## src/rtl/fft_frame_scheduler.sv

```systemverilog
// fft_frame_scheduler: frame sequencer for the ADC -> FFT -> SPI-out chain.
// Paces ADC conversions, fills the FFT input buffer, launches the FFT, hands
// the result to the SPI output block, then idles for a gap and repeats
// (enable) or stops (single_shot).
// Optional build macro FFT_SCHED_WATCHDOG_EN adds a cycle watchdog on the
// FFT_RUN / SPI_ARM / SPI_WAIT states; without it those states wait forever.
module fft_frame_scheduler #(
  parameter int unsigned N_POINTS   = 16,
  parameter int unsigned ADDR_W     = 4,
  parameter int unsigned SAMPLE_DIV = 1000,
  parameter int unsigned FRAME_GAP  = 256,
  parameter int unsigned TIMEOUT    = 65535
) (
  input  logic              clk,
  input  logic              rst_n,
  input  logic              enable,
  input  logic              single_shot,
  output logic              adc_sample,
  input  logic              adc_done,
  output logic [ADDR_W-1:0] fft_addr,
  output logic              fft_insert,
  output logic              fft_start,
  input  logic              fft_done,
  output logic              spi_start,
  input  logic              spi_busy,
  output logic              busy,
  output logic [7:0]        frame_cnt,
  output logic              err_timeout
);

  localparam int unsigned TickW = $clog2(SAMPLE_DIV);
  localparam int unsigned GapW  = $clog2(FRAME_GAP + 1);
  localparam logic [ADDR_W-1:0] LastAddr = ADDR_W'(N_POINTS - 1);
  localparam logic [TickW-1:0]  TickMax  = TickW'(SAMPLE_DIV - 1);
  localparam logic [GapW-1:0]   GapMax   = GapW'(FRAME_GAP - 1);

  typedef enum logic [2:0] {
    StIdle, StAcqWait, StAcqAdc, StInsert, StFftRun, StSpiArm, StSpiWait, StGap
  } state_e;

  state_e            state_q, state_d;
  state_e            prev_q;
  logic [ADDR_W-1:0] addr_q, addr_d;
  logic [TickW-1:0]  tick_q, tick_d;
  logic              pend_q, pend_d;
  logic [GapW-1:0]   gap_q, gap_d;
  logic [7:0]        frame_q, frame_d;
  logic              err_q, err_d;

  logic tick;
  logic last;
  logic acq;
  logic overrun;
  logic wd_expire;

  assign tick = (tick_q == '0);
  assign last = (addr_q == LastAddr);
  assign acq  = (state_q == StAcqWait) || (state_q == StAcqAdc) || (state_q == StInsert);

`ifdef FFT_SCHED_WATCHDOG_EN
  localparam int unsigned WdW = $clog2(TIMEOUT + 1);
  localparam logic [WdW-1:0] WdMax = WdW'(TIMEOUT - 1);

  logic [WdW-1:0] wd_q, wd_d;
  logic           wd_state;

  assign wd_state  = (state_q == StFftRun) || (state_q == StSpiArm) || (state_q == StSpiWait);
  assign wd_expire = wd_state && (wd_q == WdMax);

  // Watchdog count restarts whenever the state changes.
  always_comb begin
    wd_d = '0;
    if (wd_state && (state_d == state_q)) begin
      wd_d = wd_q + 1'b1;
    end
  end

  // Watchdog counter register.
  always_ff @(posedge clk) begin
    if (!rst_n) begin
      wd_q <= '0;
    end else begin
      wd_q <= wd_d;
    end
  end
`else
  assign wd_expire = 1'b0;
`endif

  // State register; prev_q marks the first cycle of a state for launch pulses.
  always_ff @(posedge clk) begin
    if (!rst_n) begin
      state_q <= StIdle;
      prev_q  <= StIdle;
    end else begin
      state_q <= state_d;
      prev_q  <= state_q;
    end
  end

  // Next-state logic.
  always_comb begin
    state_d = state_q;
    overrun = 1'b0;
    unique case (state_q)
      StIdle:    if (enable || single_shot) state_d = StAcqWait;
      StAcqWait: if (tick || pend_q) state_d = StAcqAdc;
      StAcqAdc: begin
        // A new tick before the sample returned means the ADC fell behind.
        if (tick) begin
          overrun = 1'b1;
          state_d = StIdle;
        end else if (adc_done) begin
          state_d = StInsert;
        end
      end
      StInsert:  state_d = last ? StFftRun : StAcqWait;
      StFftRun:  if (fft_done) state_d = StSpiArm;
      StSpiArm:  if (spi_busy) state_d = StSpiWait;
      StSpiWait: if (!spi_busy) state_d = StGap;
      StGap:     if (gap_q == GapMax) state_d = enable ? StAcqWait : StIdle;
      default:   state_d = StIdle;
    endcase
    if (wd_expire) begin
      state_d = StIdle;
    end
  end

  // Datapath next values: address, sample tick, gap counter, frame count, error.
  always_comb begin
    addr_d  = addr_q;
    tick_d  = '0;
    pend_d  = pend_q;
    gap_d   = '0;
    frame_d = frame_q;
    err_d   = err_q | overrun | wd_expire;

    if (acq) begin
      tick_d = (tick_q == TickMax) ? '0 : tick_q + 1'b1;
    end

    if ((state_q == StInsert) && !last) begin
      addr_d = addr_q + 1'b1;
    end
    if (((state_q == StIdle) || (state_q == StGap)) && (state_d == StAcqWait)) begin
      addr_d = '0;
    end

    // A tick landing on the insert cycle is held so the sample is not lost.
    if ((state_q == StInsert) && tick && !last) begin
      pend_d = 1'b1;
    end else if (adc_sample) begin
      pend_d = 1'b0;
    end
    if (state_d == StIdle) begin
      pend_d = 1'b0;
    end

    if (state_q == StGap) begin
      gap_d = gap_q + 1'b1;
    end

    if ((state_q == StSpiWait) && (state_d == StGap)) begin
      frame_d = frame_q + 8'd1;
    end
  end

  // Datapath registers.
  always_ff @(posedge clk) begin
    if (!rst_n) begin
      addr_q  <= '0;
      tick_q  <= '0;
      pend_q  <= 1'b0;
      gap_q   <= '0;
      frame_q <= '0;
      err_q   <= 1'b0;
    end else begin
      addr_q  <= addr_d;
      tick_q  <= tick_d;
      pend_q  <= pend_d;
      gap_q   <= gap_d;
      frame_q <= frame_d;
      err_q   <= err_d;
    end
  end

  // Outputs decoded from the registered state.
  always_comb begin
    adc_sample  = (state_q == StAcqWait) && (tick || pend_q);
    fft_insert  = (state_q == StInsert);
    fft_start   = (state_q == StFftRun) && (prev_q == StInsert);
    spi_start   = (state_q == StSpiArm) && (prev_q == StFftRun);
    busy        = (state_q != StIdle);
    fft_addr    = addr_q;
    frame_cnt   = frame_q;
    err_timeout = err_q;
  end

endmodule

```

## config.mk

```make
export PLATFORM = sky130hd
export DESIGN_NAME = fft_frame_scheduler
export DESIGN_NICKNAME = d
export VERILOG_FILES = /design/src/rtl/fft_frame_scheduler.sv
export SDC_FILE = /design/constraint.sdc
export NUM_CORES = 1
export LEC_CHECK = 0
export ABC_AREA = 1
export CAP_MARGIN = 20
export CORE_ASPECT_RATIO = 0.7
export CORE_MARGIN = 8
export CORE_UTILIZATION = 58
export CTS_CLUSTER_DIAMETER = 80
export CTS_CLUSTER_SIZE = 24
export DETAILED_ROUTE_END_ITERATION = 10
export GPL_TIMING_DRIVEN = 0
export PLACE_DENSITY = 0.83
export SYNTH_ARGS = -nofsm -noshare
export SYNTH_HDL_FRONTEND = slang
export SYNTH_SLANG_ARGS = --single-unit
export TNS_END_PERCENT = 50
```

## constraint.sdc

```tcl
create_clock -name clk -period 4.7 [get_ports clk]
set_input_delay 0.705 -clock clk [delete_from_list [all_inputs] [get_ports clk]]
set_output_delay 0.705 -clock clk [all_outputs]
set_load 0.01 [all_outputs]
```

==> results.md, run 1 <==
- Starting Density: 0.606
- Critical Path RT: 3.99 ns
- Largest net degree at the start of global routing: 14
- Antenna diodes: 0
- CTS buffer count: 5
- Layout cells sized above 1: 0.0648
- Port bufs: 23
- Post-synthesis cell area: approximately 1900 sq um
- # Post-CTS Setup Buffers: 0
- DR WL met3: 287 um
- Yosys reg bits: 39
- Row Count: 17
- Top routing layer in use: met4
- Area Growth Syn to Fin: 21.9%
- Slew margin rel.: 0.694
- Post-CTS Hold Buffers: 0
- Endpoints failing setup: 0
- Die ar.: 5380 sq um
- Setup TNS: 0 ns
- Core area: 3130 sq um
- Cells after synthesis: 262
- Post-CTS sizing: 0
- All-Layer GR Usage: 0.150
- Final Max Tran Viols: 0
- Vias: 1,723
- Fin crit share: 0.548
- Vias in the first global route: 1,572
- Sink Count: 39
- Initial drt markers: 80
- Total Routed Length: between 3000 and 4000 um
- Initial antenna violation count: 0
- Fin util: 0.738
- Global-route wire length before repair: just under 7000 um
- Crit Path Class: flip-flop to output pin
- Worst setup margin: between 2 and 2.5 ns
- Yosys cell types: 29
- Slew @ Worst Pin: 0.456 ns
- Mapped Nets: 275
- Dpl ws: 2.45 ns
- Drc violations: 0
- Routability cong.: 0.895
- Leakage: between 0.9 and 1 nW
- VDD IR-drop max: between 200 and 250 uV
- Fmax: 388 MHz
- Clock-pin slew on the worst setup and hold paths: 0.08 ns
- Met2 wire len: 1710 um
- Die height: 63.8 um
- Avg Cell Area, Syn: 7.23 sq um
- DRT Pass-1 Iters: 4
- Yosys warns: 0
- Crit Path Max Fanout: 7
- Critical path arrival: 1.87 ns
- Hold Vio Cnt, Final: 0
- RSZ-0062 raised after global routing: false
- Layout Nets: ~310
- Worst Skew: 0.00515 ns
- Post-synthesis sequential area ratio: 0.412
- Deepest clock path buffer count: 2
- Worst R2R Start: gap_q[0]
- Die W: 84.3 um
- Root buf cell: clkbuf_8
- Via-to-Cell Ratio: 5.21
- Worst hold path class: flip-flop to flip-flop
- DPL Wire Length: 2890 um
- CP startpoint kind: flip-flop
- Crit-path slowest cell: clkdlybuf4s50_1
- CP max stage delay: 0.52 ns
- Hold path startpoint: gap_q[0]
- Max-Cap Viols: 0
- CTS tree: built
- Final ANT Viol Nets: 0
- CP endpoint kind: output pin
- Ordered list of cells on the worst path: inv_1, nor3_1, nand2_1, inv_1, clkdlybuf4s50_1
- Clock period minus worst slack: 2.57 ns
- Routed length per instance: ~12 um
- Power Total: 0.765 mW
- CP startpoint: state_q[0]
- Met1 WL: slightly below 2000 um
- Outcome: complete, no violations
- Htree depth: 2
- Clock insertion delay at the later pin of the skew report: 0.30 ns
- I/O pin total: 25
- GRT overflow: 0
- PD cells: about 330 nW/um^2
- Top cell by count, worst path: inv_1
-- metrics by stage --
step	instance area [sq um]	std cells	hold WS (ns)
2_1_floorplan	1890	262	0.418
5_1_grt	2310	331	0.486
3_5_place_dp	2170	323	0.444
4_1_cts	2310	331	0.454
6_report	2310	331	0.454
3_3_place_gp	2170	323	0.434
-- cell usage in the layout, fill, tap and decap left out, drive strengths merged, types with 9 or more instances in the layout --
| cell type | synthesis | routed |
|---|---|---|
| a21oi | 20 | 20 |
| clkdlybuf4s50 | 0 | 23 |
| dfxtp | 39 | 39 |
| inv | 43 | 43 |
| nand2 | 46 | 46 |
| nand3 | 22 | 22 |
| nor2 | 38 | 38 |
| nor3 | 11 | 11 |
| o21ai | 9 | 9 |
-- flip-flops by register name, summed over array words and instances (netlist names) --
name and cells:
tick_q 10, gap_q 9, frame_cnt 8, fft_addr 4, prev_q 3, state_q 3, err_timeout 1, pend_q 1
-- power breakdown --
part | switching (mW) | internal, mW | leakage, nW
Combinational | 0.0490 | 0.0348 | 0.539
Sequential | 0.00848 | 0.338 | 0.315
Clock | 0.123 | 0.212 | 0.0644
-- layer usage --
metal | track usage | vias to the layer above
met1 | 0.186 | 767
met3 | 0.0646 | 4
li1 | - | 902
met4 | 0.0429 | 0
met2 | 0.233 | 50
met5 | 0 | -
-- kinds of logic after synthesis --
| logic type | after synthesis | synth area share |
|---|---|---|
| and+or+nand+nor | 124 | 0.295 |
| buffers and inverters | 46 | 0.0971 |
| DFF | 39 | 0.412 |
| AOI/OAI and AO/OA | 36 | 0.104 |
| xor gates and xnor gates | 10 | 0.0462 |
| adders and majority gates | 6 | 0.0396 |
| muxes | 1 | 0.00594 |
-- final cells by class --
cell class	instances	area, sq um
well taps	38	47.5
clock inverters	3	67.6
flip-flops and latches	39	781
inverters	44	165
fillers	264	818
repair buffers	23	230
multi-input cells	177	930
plain buffers	2	18.8
clock buffers	5	68.8
-- cell usage after synthesis --
master | count | area [sq um]
nand2_1 | 43 | 161
inv_1 | 42 | 158
dfxtp_1 | 39 | 781
nor2_1 | 37 | 139
nand3_1 | 21 | 105
a21oi_1 | 19 | 95.1
nor3_1 | 11 | 55.1
o21ai_0 | 8 | 40.0
ha_1 | 6 | 75.1
xor2_1 | 6 | 52.6
o21a_1 | 4 | 30.0
xnor2_1 | 4 | 35.0
a31oi_1 | 2 | 12.5
nand2_2 | 2 | 12.5
nand4_1 | 2 | 12.5
nor3b_1 | 2 | 15.0
nor4_1 | 2 | 12.5
a21oi_2 | 1 | 8.76
buf_4 | 1 | 7.51
buf_6 | 1 | 11.3
clkinv_1 | 1 | 3.75
inv_2 | 1 | 3.75
mux2_2 | 1 | 11.3
nand2_4 | 1 | 11.3
nand3_2 | 1 | 10.0
nand4_2 | 1 | 12.5
nor2_4 | 1 | 11.3
o21ai_1 | 1 | 5.00
o22ai_1 | 1 | 6.26
-- worst max-delay path, delay by kind of cell, from the launching register on --
kind	cells	cell delay, ns
simple gates	2	0.41
buf+inv	3	0.71
flops	1	0.45
-- worst paths after layout --
| kind | end | slack (ns) | cells past startpoint |
|---|---|---|---|
| worst max-delay path | adc_sample | 2.13 | 5 |
| worst min-delay path | gap_q[0] | 0.45 | 1 |
| worst max register to register | fft_addr[1] | 2.66 | 14 |
| worst min register to register | gap_q[0] | 0.45 | 1 |
Note: power is estimated with default switching activity, not from simulation.
==> inputs of run 2 (changes only) <==
--- a/config.mk
+++ b/config.mk
@@ -9,12 +9,12 @@
 export CAP_MARGIN = 20
 export CORE_ASPECT_RATIO = 0.7
 export CORE_MARGIN = 8
-export CORE_UTILIZATION = 58
+export CORE_UTILIZATION = 49
 export CTS_CLUSTER_DIAMETER = 80
 export CTS_CLUSTER_SIZE = 24
 export DETAILED_ROUTE_END_ITERATION = 10
 export GPL_TIMING_DRIVEN = 0
-export PLACE_DENSITY = 0.83
+export PLACE_DENSITY = 0.75
 export SYNTH_ARGS = -nofsm -noshare
 export SYNTH_HDL_FRONTEND = slang
 export SYNTH_SLANG_ARGS = --single-unit
==> constraint.sdc (replaced) <==
create_clock -name clk -period 2.19 [get_ports clk]
set_input_delay 0.3285 -clock clk [delete_from_list [all_inputs] [get_ports clk]]
set_output_delay 0.3285 -clock clk [all_outputs]
set_load 0.01 [all_outputs]
==> run 2 against run 1 <==
Net effect: register-to-register slack worse by 2.5 ns; routed wire length is 1.6% lower; sequential cell count stayed put; via count is 1.3% lower; worst setup slack worse by 2.0 ns; largest cell class unchanged; non-clock buffer count stayed put; sequential power is 120% higher; cell area is 1.2% higher; final cell count is 4.2% higher; combinational power is 120% higher.
==> results.md, run 2 (synthesis results as in run 1) <==
- Commonest cells after routing, fill and taps aside: nand2_1, inv_1, dfxtp_1, nor2_1, clkdlybuf4s50_1
- CP max stage delay: 0.59 ns (+0.07 ns)
- Endpoints failing setup: 0 (unchanged)
- Reg power frac: 0.483 (+0.030)
- Starting Density: 0.498 (-0.108)
- Fin crit share: 0.948
- DPL Wire Length: 2860 um (-0.96%)
- Worst setup margin: 0.115 ns (-2.01 ns)
- Outcome: complete, no violations
- Total Routed Length: 3910 um (-1.6%)
- Deepest clock path buffer count: 2 (unchanged)
- Largest net degree at the start of global routing: 13 (-1)
- CTS buffer count: 5 (unchanged)
- GRT overflow: 0 (unchanged)
- Crit-path leading delay family: buffers and inverters
- CP endpoint kind: output pin
- Htree depth: 2 (unchanged)
- Critical Path RT: 1.86 ns (-2.13 ns)
- Dpl ws: 0.190 ns (-2.26 ns)
- Reg with most FFs: tick_q
- CP startpoint kind: flip-flop
- Routed length per instance: 11.3 um (-5.6%)
- Worst R2R Start: gap_q[0]
- Register area: 781 sq um (unchanged)
- Initial drt markers: 79 (-1.3%)
- Routability cong.: 0.797 (-11%)
- Via-to-Cell Ratio: 4.93 (-5.3%)
- Crit-path slowest cell: clkdlybuf4s50_1
- Vias: 1,700 (-1.3%)
- Max reg flops: 10 (unchanged)
- Root buf cell: clkbuf_8
- Final ANT Viol Nets: 0 (unchanged)
- Crit path to: fft_start
- Leakage: 0.933 nW (+1.5%)
- DRT Pass-1 Iters: 4 (unchanged)
- All-Layer GR Usage: 0.132 (-0.0178)
- Vias in the first global route: 1,593 (+1.3%)
- Initial antenna violation count: 0 (unchanged)
- Max-Cap Viols: 0 (unchanged)
- VDD IR-drop max: 519 uV (+150%)
- R2r setup slk: 0.21 ns (-2.45 ns)
- RSZ-0062 raised after global routing: true
- Drc violations: 0 (unchanged)
- Sink Count: 39 (unchanged)
- Fill count: 335 (+27%)
- Final Max Tran Viols: 0 (unchanged)
- Clock-pin slew on the worst setup and hold paths: 0.08 ns (about the same)
- Die W: 90.3 um (+7.1%)
- Logic pwr share: 0.118 (+0.008)
- Crit Reg-Reg Endpoint: fft_addr[3]
- Fmax: between 400 and 500 MHz
- R2R cell count: 14 (unchanged)
- Clock period minus worst slack: about 2.1 ns
- I/O pin total: 25 (unchanged)
- Layout Nets: 305 (unchanged)
- Critical path arrival: 1.75 ns (-0.12 ns)
- WP depth: 4 (-1)
- P_int: 1.17 mW (+100%)
- Worst Skew: 0.00621 ns (+0.00106 ns)
- CP startpoint: state_q[1]
- Hold Vio Cnt, Final: 0 (unchanged)
- Antenna diodes: 0 (unchanged)
- Port bufs: 23 (unchanged)
- Clock insertion delay at the later pin of the skew report: 0.29 ns (about the same)
- Switching Share: 0.243 (+0.00640)
- Worst hold path class: input pin to flip-flop
- Die ar.: 6140 sq um (+14%)
- CP bufs+invs: 2 (-1)
- Crit Path Max Fanout: 6 (-1)
- PD cells: 661 nW/um^2 (+99%)
- Core area: 3800 sq um (+22%)
- Layout cells sized above 1: 0.0853 (+0.0205)
- Slew margin rel.: 0.703 (+0.00971)
- Ordered list of cells on the worst path: nor2_1, inv_1, nor3_1, clkdlybuf4s50_1
- Clock power frac: 0.399 (-0.039)
- Multi-input gate area: 956 sq um (+2.8%)
- Row Count: 19 (+2)
- CTS tree: built
- Psw: 0.375 mW (+110%)
- Die height: 68.0 um (+6.6%)
- Crit Path Class: flip-flop to output pin
- Area Growth Syn to Fin: 23.3%
- Most common cell after layout, fill and taps aside: nand2_1
- Global-route wire length before repair: 6660 um (-1.5%)
- Slew @ Worst Pin: 0.442 ns (-0.0145 ns)
- Setup TNS: 0 ns (unchanged)
[run 2: power by group through the flow]
stage	registers [mW]	clock network [mW]	logic [mW]
finish	0.746	0.615	0.183
global route	0.748	0.669	0.207
CTS	0.744	0.630	0.184
detailed placement	0.760	0	0.181
global placement	0.759	0	0.179
floorplan	0.758	0	0.118
[run 2: cell type report]
class | instances | area share
timing repair buffer | 23 | 0.0996
clock buffer | 6 | 0.0354
sequential | 39 | 0.334
tap | 52 | 0.0279
buffer | 2 | 0.00803
inverter | 44 | 0.0707
multi-input combinational | 177 | 0.409
clock inverter | 2 | 0.0150
[run 2: metrics by stage]
stage                     power, mW   util  hold slack [ns]  std cells  cell area [sq um]
after detailed placement      0.942  0.576            0.447        337               2190
after CTS                      1.56  0.608            0.335        345               2310
after global routing           1.63  0.614            0.350        345               2340
after global placement        0.939  0.576            0.434        337               2190
after floorplan               0.876      -            0.418        262               1890
final                          1.54  0.614            0.346        345               2340
[run 2: worst reg2reg max path, delay by kind of cell, from the launching register on]
kind                       cells  cell delay [ns]
DFF                            1             0.36
and+or+nand+nor               12             1.16
adders and majority gates      2             0.39
[run 2: how the worst min path moves through the flow]
stage	cells after the start	slack, ns	startpoint	endpoint
after floorplan	1	0.42	gap_q[0]	gap_q[0]
after global placement	1	0.43	gap_q[0]	gap_q[0]
after detailed placement	1	0.45	gap_q[0]	gap_q[0]
after CTS	3	0.33	rst_n	prev_q[1]
after global routing	2	0.35	rst_n	err_timeout
final	3	0.35	rst_n	prev_q[1]
[run 2: per-layer routing]
layer,routed length (um),global-route usage
met5,0,0
met2,1680,0.220
met3,198,0.0394
met4,54,0.0619
met1,1970,0.158
[run 2: what timing repair did]
item                                    in CTS  in global routing
hold buffers                                 0                  0
buffers inserted                             0                  0
endpoints found under the setup margin       1                  8
gates resized for setup                      1                  6
